File: src/rtl/nibbler_core_p.sv
// nibbler_core_p
// Parametrised two-phase accumulator CPU (successor to the 4-bit Nibbler).
// Each instruction takes one fetch cycle and one execute cycle. The core
// reads its program from an external ROM, keeps a small internal data RAM,
// and has an output port whose ready/valid handshake can stall execution.
//
// Parameters
//   DATA_W  accumulator / immediate / RAM word width (1 <= DATA_W <= ADDR_W)
//   ADDR_W  program counter width, also the operand field width
//   RAM_AW  data RAM address bits (RAM_AW <= ADDR_W), depth 2**RAM_AW
//
// Ports
//   clk                rising-edge clock
//   reset              synchronous, active-high reset
//   direccion          program address (the PC)
//   prog               program word: [ADDR_W+3:ADDR_W] opcode, [ADDR_W-1:0] operand
//   fase               0 = fetch, 1 = execute
//   salida_acumulador  accumulator
//   notCarry           inverted carry flag
//   notZero            inverted zero flag
//   in_port            value loaded into the accumulator by IN
//   out_data           output port data (the accumulator)
//   out_valid          high throughout the execute phase of OUT
//   out_ready          consumer accepts out_data
module nibbler_core_p #(
  parameter int DATA_W = 4,
  parameter int ADDR_W = 12,
  parameter int RAM_AW = 4
) (
  input  logic              clk,
  input  logic              reset,
  output logic [ADDR_W-1:0] direccion,
  input  logic [ADDR_W+3:0] prog,
  output logic              fase,
  output logic [DATA_W-1:0] salida_acumulador,
  output logic              notCarry,
  output logic              notZero,
  input  logic [DATA_W-1:0] in_port,
  output logic [DATA_W-1:0] out_data,
  output logic              out_valid,
  input  logic              out_ready
);

  localparam int IR_W = ADDR_W + 4;

  typedef enum logic [3:0] {
    OP_JC    = 4'h0,
    OP_JNC   = 4'h1,
    OP_COMPI = 4'h2,
    OP_COMPM = 4'h3,
    OP_LIT   = 4'h4,
    OP_IN    = 4'h5,
    OP_LD    = 4'h6,
    OP_ST    = 4'h7,
    OP_JZ    = 4'h8,
    OP_JNZ   = 4'h9,
    OP_ADDI  = 4'hA,
    OP_ADDM  = 4'hB,
    OP_JMP   = 4'hC,
    OP_OUT   = 4'hD,
    OP_NORI  = 4'hE,
    OP_NORM  = 4'hF
  } opcode_t;

  typedef enum logic {
    PH_FETCH = 1'b0,
    PH_EXEC  = 1'b1
  } phase_t;

  // Architectural state
  logic [ADDR_W-1:0] pc;
  logic [IR_W-1:0]   ir;
  logic [DATA_W-1:0] acc;
  logic              c_flag;
  logic              z_flag;
  phase_t            phase;
  logic [DATA_W-1:0] ram [2**RAM_AW];

  // Decode of the instruction register
  opcode_t           op;
  logic [ADDR_W-1:0] operand;
  logic [RAM_AW-1:0] ram_addr;
  logic [DATA_W-1:0] ram_rd;
  logic [DATA_W-1:0] x_val;

  assign op       = opcode_t'(ir[IR_W-1:ADDR_W]);
  assign operand  = ir[ADDR_W-1:0];
  assign ram_addr = operand[RAM_AW-1:0];
  assign ram_rd   = ram[ram_addr];

  // COMP, ADD and NOR come in I/M pairs whose opcodes differ only in bit 0:
  // the odd opcode takes the RAM word instead of the immediate.
  assign x_val = ir[ADDR_W] ? ram_rd : operand[DATA_W-1:0];

  // Datapath results, all on DATA_W+1 bits so the top bit is the carry.
  logic [DATA_W:0]   add_res;
  logic [DATA_W:0]   cmp_res;
  logic [DATA_W-1:0] nor_res;

  assign add_res = {1'b0, acc} + {1'b0, x_val};
  assign cmp_res = {1'b0, acc} + {1'b0, ~x_val} + {{DATA_W{1'b0}}, 1'b1};
  assign nor_res = ~(acc | x_val);

  logic jump_taken;
  logic out_stall;
  logic ram_we;

  always_comb begin
    // NOTE: every combinational output gets a default first so no path
    // through the case leaves it unassigned and infers a latch.
    jump_taken = 1'b0;
    unique case (op)
      OP_JC:   jump_taken = c_flag;
      OP_JNC:  jump_taken = ~c_flag;
      OP_JZ:   jump_taken = z_flag;
      OP_JNZ:  jump_taken = ~z_flag;
      OP_JMP:  jump_taken = 1'b1;
      default: jump_taken = 1'b0;
    endcase
  end

  assign out_stall = (phase == PH_EXEC) && (op == OP_OUT) && !out_ready;
  assign ram_we    = (phase == PH_EXEC) && (op == OP_ST);

  // NOTE: sequential state uses non-blocking assignments so every register
  // samples the pre-edge values, independent of statement order.
  always_ff @(posedge clk) begin
    if (reset) begin
      pc     <= '0;
      ir     <= '0;
      acc    <= '0;
      c_flag <= 1'b0;
      z_flag <= 1'b0;
      phase  <= PH_FETCH;
    end else if (phase == PH_FETCH) begin
      ir    <= prog;
      pc    <= pc + ADDR_W'(1);
      phase <= PH_EXEC;
    end else if (!out_stall) begin
      phase <= PH_FETCH;
      if (jump_taken) pc <= operand;
      unique case (op)
        OP_COMPI, OP_COMPM: begin
          c_flag <= cmp_res[DATA_W];
          z_flag <= (acc == x_val);
        end
        OP_LIT: acc <= operand[DATA_W-1:0];
        OP_IN:  acc <= in_port;
        OP_LD:  acc <= ram_rd;
        OP_ADDI, OP_ADDM: begin
          acc    <= add_res[DATA_W-1:0];
          c_flag <= add_res[DATA_W];
          z_flag <= (add_res[DATA_W-1:0] == '0);
        end
        OP_NORI, OP_NORM: begin
          acc    <= nor_res;
          z_flag <= (nor_res == '0);
        end
        default: ;
      endcase
    end
  end

  // NOTE: the data RAM has no reset (contents survive reset); reset only
  // gates the write so a ST interrupted by reset leaves memory untouched.
  always_ff @(posedge clk) begin
    if (!reset && ram_we) ram[ram_addr] <= acc;
  end

  assign direccion         = pc;
  assign fase              = phase;
  assign salida_acumulador = acc;
  assign notCarry          = ~c_flag;
  assign notZero           = ~z_flag;
  assign out_data          = acc;
  assign out_valid         = (phase == PH_EXEC) && (op == OP_OUT);

endmodule

File: config.mk
export PLATFORM = sky130hd
export DESIGN_NAME = nibbler_core_p
export DESIGN_NICKNAME = d
export VERILOG_FILES = /design/src/rtl/nibbler_core_p.sv
export SDC_FILE = /design/constraint.sdc
export NUM_CORES = 1
export LEC_CHECK = 0
export ABC_AREA = 1
export CAP_MARGIN = 20
export CORE_UTILIZATION = 50
export CTS_CLUSTER_SIZE = 12
export DETAILED_ROUTE_END_ITERATION = 12
export DONT_BUFFER_PORTS = 1
export SETUP_SLACK_MARGIN = 0.4
export SYNTH_ARGS = -nofsm -noshare
export SYNTH_HDL_FRONTEND = slang
export SYNTH_SLANG_ARGS = --single-unit
File: constraint.sdc
create_clock -name clk -period 4.89 [get_ports clk]
set_input_delay 0.489 -clock clk [delete_from_list [all_inputs] [get_ports clk]]
set_output_delay 0.489 -clock clk [all_outputs]
set_load 0.005 [all_outputs]
==> flow_metrics.py, run 1 <==
metrics = {
    "timing": {
        "rsz0062_at_grt": "false",
        "slew_headroom_pct": 35.46,
        "slew_viol_final": 0,
        "tightestPinTransition_ns": 0.9668,
        "hold_violations": 0,
        "fin_crit_ns": 3.234,
        "fin_setup_tns_ns": 0,
        "fmax_mhz": 309.2,
        "clock_skew_ns": 0.01209,
        "finalSetupViolCount": 0,
        "period_share_pct": 66.13,
    },
    "synth": {
        "syn_area_um2": 5207,
        "yosysWarnings": 0,
        "synthTopCellsByArea": "edfxtp_1 (37%), dfxtp_1 (15%), nand2_1 (13%)",
        "ys_ff_latch": 103,
        "synth_cells": 615,
        "syn_nets": 654,
        "synth_edf_count": 64,
        "synth.avg_cell_area_um2": 8.467,
        "yosysTopAreaCellShare_pct": 36.91,
        "synth.distinct_cells": 36,
        "async_reset_ff_share_pct": 0,
        "netlist.top_cell.by_area": "edfxtp_1",
        "synth_ff_type": "edfxtp_1",
        "ys_seq_area_share_pct": 51.90,
    },
    "critical_path": {
        "path_class": "reg -> reg",
        "crit_arrival_ns": 3.55,
        "setup.worst_path.end_class": "register",
        "critPathLaunchType": "register",
        "critPathMaxFanout": 32,
        "required_ns": 5.21,
    },
    "clocking": {
        "htree_levels": 3,
        "cts_hold_buffers": 0,
        "cts_tree": "yes",
        "cts_buffers": 9,
        "insertion_delay_ns": 0.38,
        "post_cts_resize_count": 0,
        "clkSinkCount": 103,
        "clk_pin_slew_ns": 0.10,
        "postCtsSetupRepairBufs": 0,
        "root_buffer": "clkbuf_8",
        "clockBufferDepth": 2,
    },
    "floorplan": {
        "coreArea_um2": 9955,
        "dieArea_um2": 10830,
        "fp.dieH_um": 104.1,
        "start_util_pct": 52.31,
        "io_pins": 47,
        "fp-row-count": 36,
        "chipWidth_um": 104.1,
    },
    "status": {
        "status": "finished, final reports clean",
    },
    "placement": {
        "dpl_cell_area_um2": 5180,
        "gp_congestion": 0.8424,
        "dpl.cell_count": 721,
        "io_buffers": 0,
        "dp_hpwl_um": 7707,
    },
    "layout": {
        "drive_gt1_share_pct": 5.132,
        "nFillCells": 971,
        "final_common_cell": "nand2_1",
        "final_cell_mix": "nand2_1 (175), inv_1 (90), nand3_1 (67), edfxtp_1 (64), dfxtp_1 (39)",
        "antennaDiodeCount": 0,
        "final_cells": 737,
        "area_delta_synth_final_pct": 3.484,
        "final_nets": 638,
        "fin_area_um2": 5389,
    },
    "routing": {
        "routedWlPerCell_um": 14.83,
        "antenna_left": 0,
        "drc": 0,
        "drt_first_pass_iters": 4,
        "drtIter0Drc": 163,
        "vias_per_cell": 5.199,
        "route.final.wire_length_um": 10930,
        "vias": 3832,
    },
    "worst_hold_path": {
        "min_path_type": "in -> reg",
        "worstHoldStart": "reset",
    },
    "pwr": {
        "p_leak_nw": 2.277,
        "p_per_area_nw_per_um2": 317.9,
        "totalPowerFinal_mw": 1.713,
        "ir_drop_uv": 176.4,
    },
    "global_routing": {
        "grt_overflow": 0,
        "antenna_found_initial": 0,
        "grt_pass1_vias": 3823,
        "track_usage_pct": 21.94,
        "grt_max_degree": 33,
        "grt_pass1_wl_um": 18690,
    },
    "run": {
        "max-cap-violations": 0,
    },
}
worst paths after layout:
path,endpoint,slack [ns],depth (start not counted)
max,out_data[2],1.66,19
min reg2reg,ir[10],0.47,2
min,ir[14],0.16,1
max reg2reg,out_data[2],1.66,19
state kept, by name, summed over array words and instances, names as in the netlist, named ones only:
signal and cells:
ram 64, c_flag 1, fase 1, z_flag 1, ir 16, out_data 4
direccion 12
cell usage after synthesis (3+ instances only):
cell type,count
nand2_1,175
nand3_1,67
a21oi_1,31
inv_1,90
nor2_1,36
buf_2,5
a31oi_1,10
nor3_1,4
xnor2_1,4
buf_6,9
nor2_4,3
o21ai_0,9
ha_1,15
clkbuf_1,7
dfxtp_1,39
buf_4,7
o21ai_1,14
edfxtp_1,64
xor2_1,3
worst max-delay path, cell delays in order, from the launching register on:
cell and delay (ns):
dfxtp_1 0.68, buf_4 0.33, inv_4 0.16, nand2_1 0.09, nand2_1 0.05, nand2_1 0.05
nand3_1 0.08, nand3_1 0.08, nand2_1 0.09, o21ai_1 0.20, inv_1 0.09, ha_1 0.21
fa_1 0.41, xor2_1 0.22, nand2_1 0.08, o211ai_1 0.09, nor2_1 0.06, nand2_1 0.06
nand2_1 0.04, a21oi_1 0.11
cells by family after synthesis:
kind of cell | share of synthesized area, %
DFF | 51.90
adders and majority gates | 3.988
and+or+nand+nor | 24.48
xor gates and xnor gates | 1.177
AOI/OAI and AO/OA | 7.569
buffers and inverters | 10.88
area by class of cell:
class                   instances  area, µm²  share of cell area, %
flip-flops and latches        103       2703                  50.15
multi-input cells             389       1938                  35.96
inverters                      94      357.8                  6.640
well taps                     133      166.4                  3.088
clock buffers                  12      156.4                  2.902
clock inverters                 4      52.55                 0.9752
repair buffers                  2      15.01                 0.2786
metrics by stage:
step	hold WS (ns)	util, %	worst slack, ns
3_5_place_dp	0.4606	52.04	1.667
3_3_place_gp	0.4552	52.04	1.764
2_1_floorplan	0.4524	-	2.512
5_1_grt	0.1450	54.14	1.248
6_report	0.1629	54.14	1.656
4_1_cts	0.1509	54.14	1.635
layer usage:
| metal | up-vias | track usage, % | wire, µm |
|---|---|---|---|
| met5 | - | 0 | 0 |
| met4 | 0 | 9.082 | 158 |
| met3 | 15 | 3.885 | 491 |
| met2 | 80 | 36.14 | 5270 |
| met1 | 1788 | 28.56 | 5013 |
| li1 | 1949 | - | - |
where the power goes:
group          switching [mW]  total, mW  internal, mW
sequential             0.0428      0.982         0.939
combinational           0.108      0.167        0.0584
clock                   0.294      0.564         0.270
Note: power is estimated with default switching activity, not from simulation.
==> inputs of run 2 (changes only) <==
PLACE_DENSITY = 0.68   (was not set)
clock period = 2.8 ns   (was 4.89 ns; I/O delays follow)
==> run 2 against run 1 <==
Compared with the run above:
- the flow now finishes with violations (negative hold slack)
- global-route usage increased by 1.3 points
- combinational power increased to 2.6 times the previous value
- routed wire length increased by 9.7%
- register-to-register slack got worse by 1.4 ns
- utilization increased by 5.4 points
- highest routed layer unchanged
- sequential power increased by 72%
- critical endpoint is now out_data[3]
==> flow_metrics.py, run 2 (synthesis results as in run 1) <==
metrics = {
    "layout": {
        "drive_gt1_share_pct": 13.98,
        "antennaDiodeCount": 0,
        "largest_register": "ram",
        "final_common_cell": "nand2_1",
        "final_cell_mix": "nand2_1 (168), inv_1 (87), edfxtp_1 (64), nand3_1 (56), dfxtp_1 (37)",
        "nFillCells": 875,
        "largest_reg_flops": 64,
        "final_nets": 678,
        "fin_area_um2": 5928,
        "multi_input_area_um2": 2092,
        "regArea_um2": 2708,
        "final_cells": 777,
        "area_delta_synth_final_pct": 13.84,
    },
    "clocking": {
        "htree_levels": 3,
        "root_buffer": "clkbuf_8",
        "clockBufferDepth": 2,
        "insertion_delay_ns": 0.38,
        "cts_tree": "yes",
        "clk_pin_slew_ns": 0.09,
        "cts_buffers": 9,
        "cts_hold_buffers": 18,
        "clkSinkCount": 103,
    },
    "pwr": {
        "comb_power_share_pct": 14.5,
        "p_per_area_nw_per_um2": 504.4,
        "p_int_mw": 2.148,
        "power_switching_mw": 0.8416,
        "clkPwrFrac_pct": 28.8,
        "ir_drop_uv": 369.7,
        "sequentialPowerShare_pct": 56.6,
        "p_leak_nw": 2.530,
        "switching_share_pct": 28.15,
    },
    "critical_path": {
        "critPathMaxFanout": 6,
        "crit_arrival_ns": 2.81,
        "reg2reg_depth": 17,
        "path_class": "reg -> reg",
        "r2r_end": "out_data[3]",
        "required_ns": 3.10,
        "critPathLaunchType": "register",
        "r2r_slack_ns": 0.28,
        "setup.worst_path.end_class": "register",
    },
    "global_routing": {
        "grt_pass1_vias": 4016,
        "track_usage_pct": 23.23,
        "grt_pass1_wl_um": 19690,
        "antenna_found_initial": 0,
        "grt_overflow": 0,
        "grt_max_degree": 33,
    },
    "floorplan": {
        "io_pins": 47,
        "coreArea_um2": 9955,
        "start_util_pct": 52.31,
        "fp-row-count": 36,
        "fp.dieH_um": 104.1,
        "chipWidth_um": 104.1,
        "dieArea_um2": 10830,
    },
    "routing": {
        "routedWlPerCell_um": 15.44,
        "drc": 0,
        "drtIter0Drc": 229,
        "vias_per_cell": 5.281,
        "route.final.wire_length_um": 12000,
        "vias": 4103,
        "drt_first_pass_iters": 4,
        "antenna_left": 0,
    },
    "timing": {
        "finalSetupViolCount": 0,
        "fin_crit_ns": 2.515,
        "fin_setup_tns_ns": 0,
        "hold_violations": 4,
        "slew_viol_final": 0,
        "hold_ws_ns": -0.02751,
        "layout_setup_ws_ns": 0.2848,
        "slew_headroom_pct": 50.50,
        "tightestPinTransition_ns": 0.7417,
        "period_share_pct": 89.83,
        "clock_skew_ns": 0.01594,
        "rsz0062_at_grt": "true",
        "fmax_mhz": 397.6,
    },
    "placement": {
        "dp_hpwl_um": 7812,
        "dp_slack_ns": 0.1214,
        "io_buffers": 0,
        "dpl_cell_area_um2": 5233,
        "dpl.cell_count": 728,
        "gp_congestion": 0.9545,
    },
    "status": {
        "status": "complete, but fails checks",
        "violations": "negative hold slack",
    },
    "worst_hold_path": {
        "min_path_type": "in -> reg",
        "hold_path_depth": 1,
        "worstHoldStart": "reset",
        "hold_end": "out_data[2]",
    },
    "run": {
        "max-cap-violations": 0,
    },
}
-- run 2: worst max path at each step --
stage | start | to | slack [ns] | cells past startpoint
floorplan | register | out_data[2] | 0.42 | 18
global placement | register | out_data[3] | 0.15 | 16
detailed placement | register | out_data[2] | 0.12 | 16
CTS | register | out_data[1] | 0.29 | 17
global route | register | out_data[3] | 0.14 | 17
finish | register | out_data[3] | 0.28 | 17
-- run 2: routing by layer --
layer  part of all wire (%)  vias to the layer above  global-route usage (%)  routed length, µm
met5                      0                        -                       0                  0
met1                     44                     1960                   28.85               5224
met2                     50                      105                   39.76               6006
li1                       -                     2021                       -                  -
met4                    1.6                        0                   8.776                193
met3                    4.8                       17                   4.825                574
-- run 2: critical path, cell delays in order (launching register included) --
cell	delay [ns]
dfxtp_4	0.49
buf_6	0.16
buf_4	0.10
nand2_1	0.06
nand3_2	0.08
nand3_2	0.09
nand3_2	0.09
nand2_4	0.07
o21ai_4	0.20
ha_4	0.26
a21oi_2	0.15
nand2_2	0.07
xor2_2	0.15
nor2_1	0.11
nor2_1	0.05
nand2_1	0.08
nand2_2	0.05
a21oi_2	0.16
-- run 2: stage by stage --
stage | power, mW | utilization [%] | hold WS (ns)
3_3_place_gp | 2.044 | 52.56 | 0.3516
4_1_cts | 2.979 | 58.74 | -0.04864
3_5_place_dp | 2.052 | 52.56 | 0.3530
6_report | 2.990 | 59.55 | -0.02751
5_1_grt | 3.116 | 59.55 | -0.04431
2_1_floorplan | 1.992 | - | 0.4246
-- run 2: layout make-up --
cell class              count  area share [%]
well taps                 133           2.807
multi-input cells         389           35.29
inverters                  94           6.205
repair buffers             42           7.155
clock inverters             6          0.7176
clock buffers              10           2.153
flip-flops and latches    103           45.67
-- run 2: timing repair --
action | 4_1_cts | 5_1_grt
pin swaps | 17 | 12
setup buffers | 9 | 3
hold endpoints to repair | 26 | 4
gates cloned | 3 | 0
endpoints found under the setup margin | 5 | 7
gates resized for setup | 35 | 17
-- run 2: power groups by stage --
stage	Combinational (mW)	Sequential, mW	Clock, mW
after floorplan	0.281	1.71	0
after global placement	0.322	1.72	0
after detailed placement	0.329	1.72	0
after CTS	0.413	1.69	0.874
after global routing	0.484	1.70	0.931
final	0.435	1.69	0.862
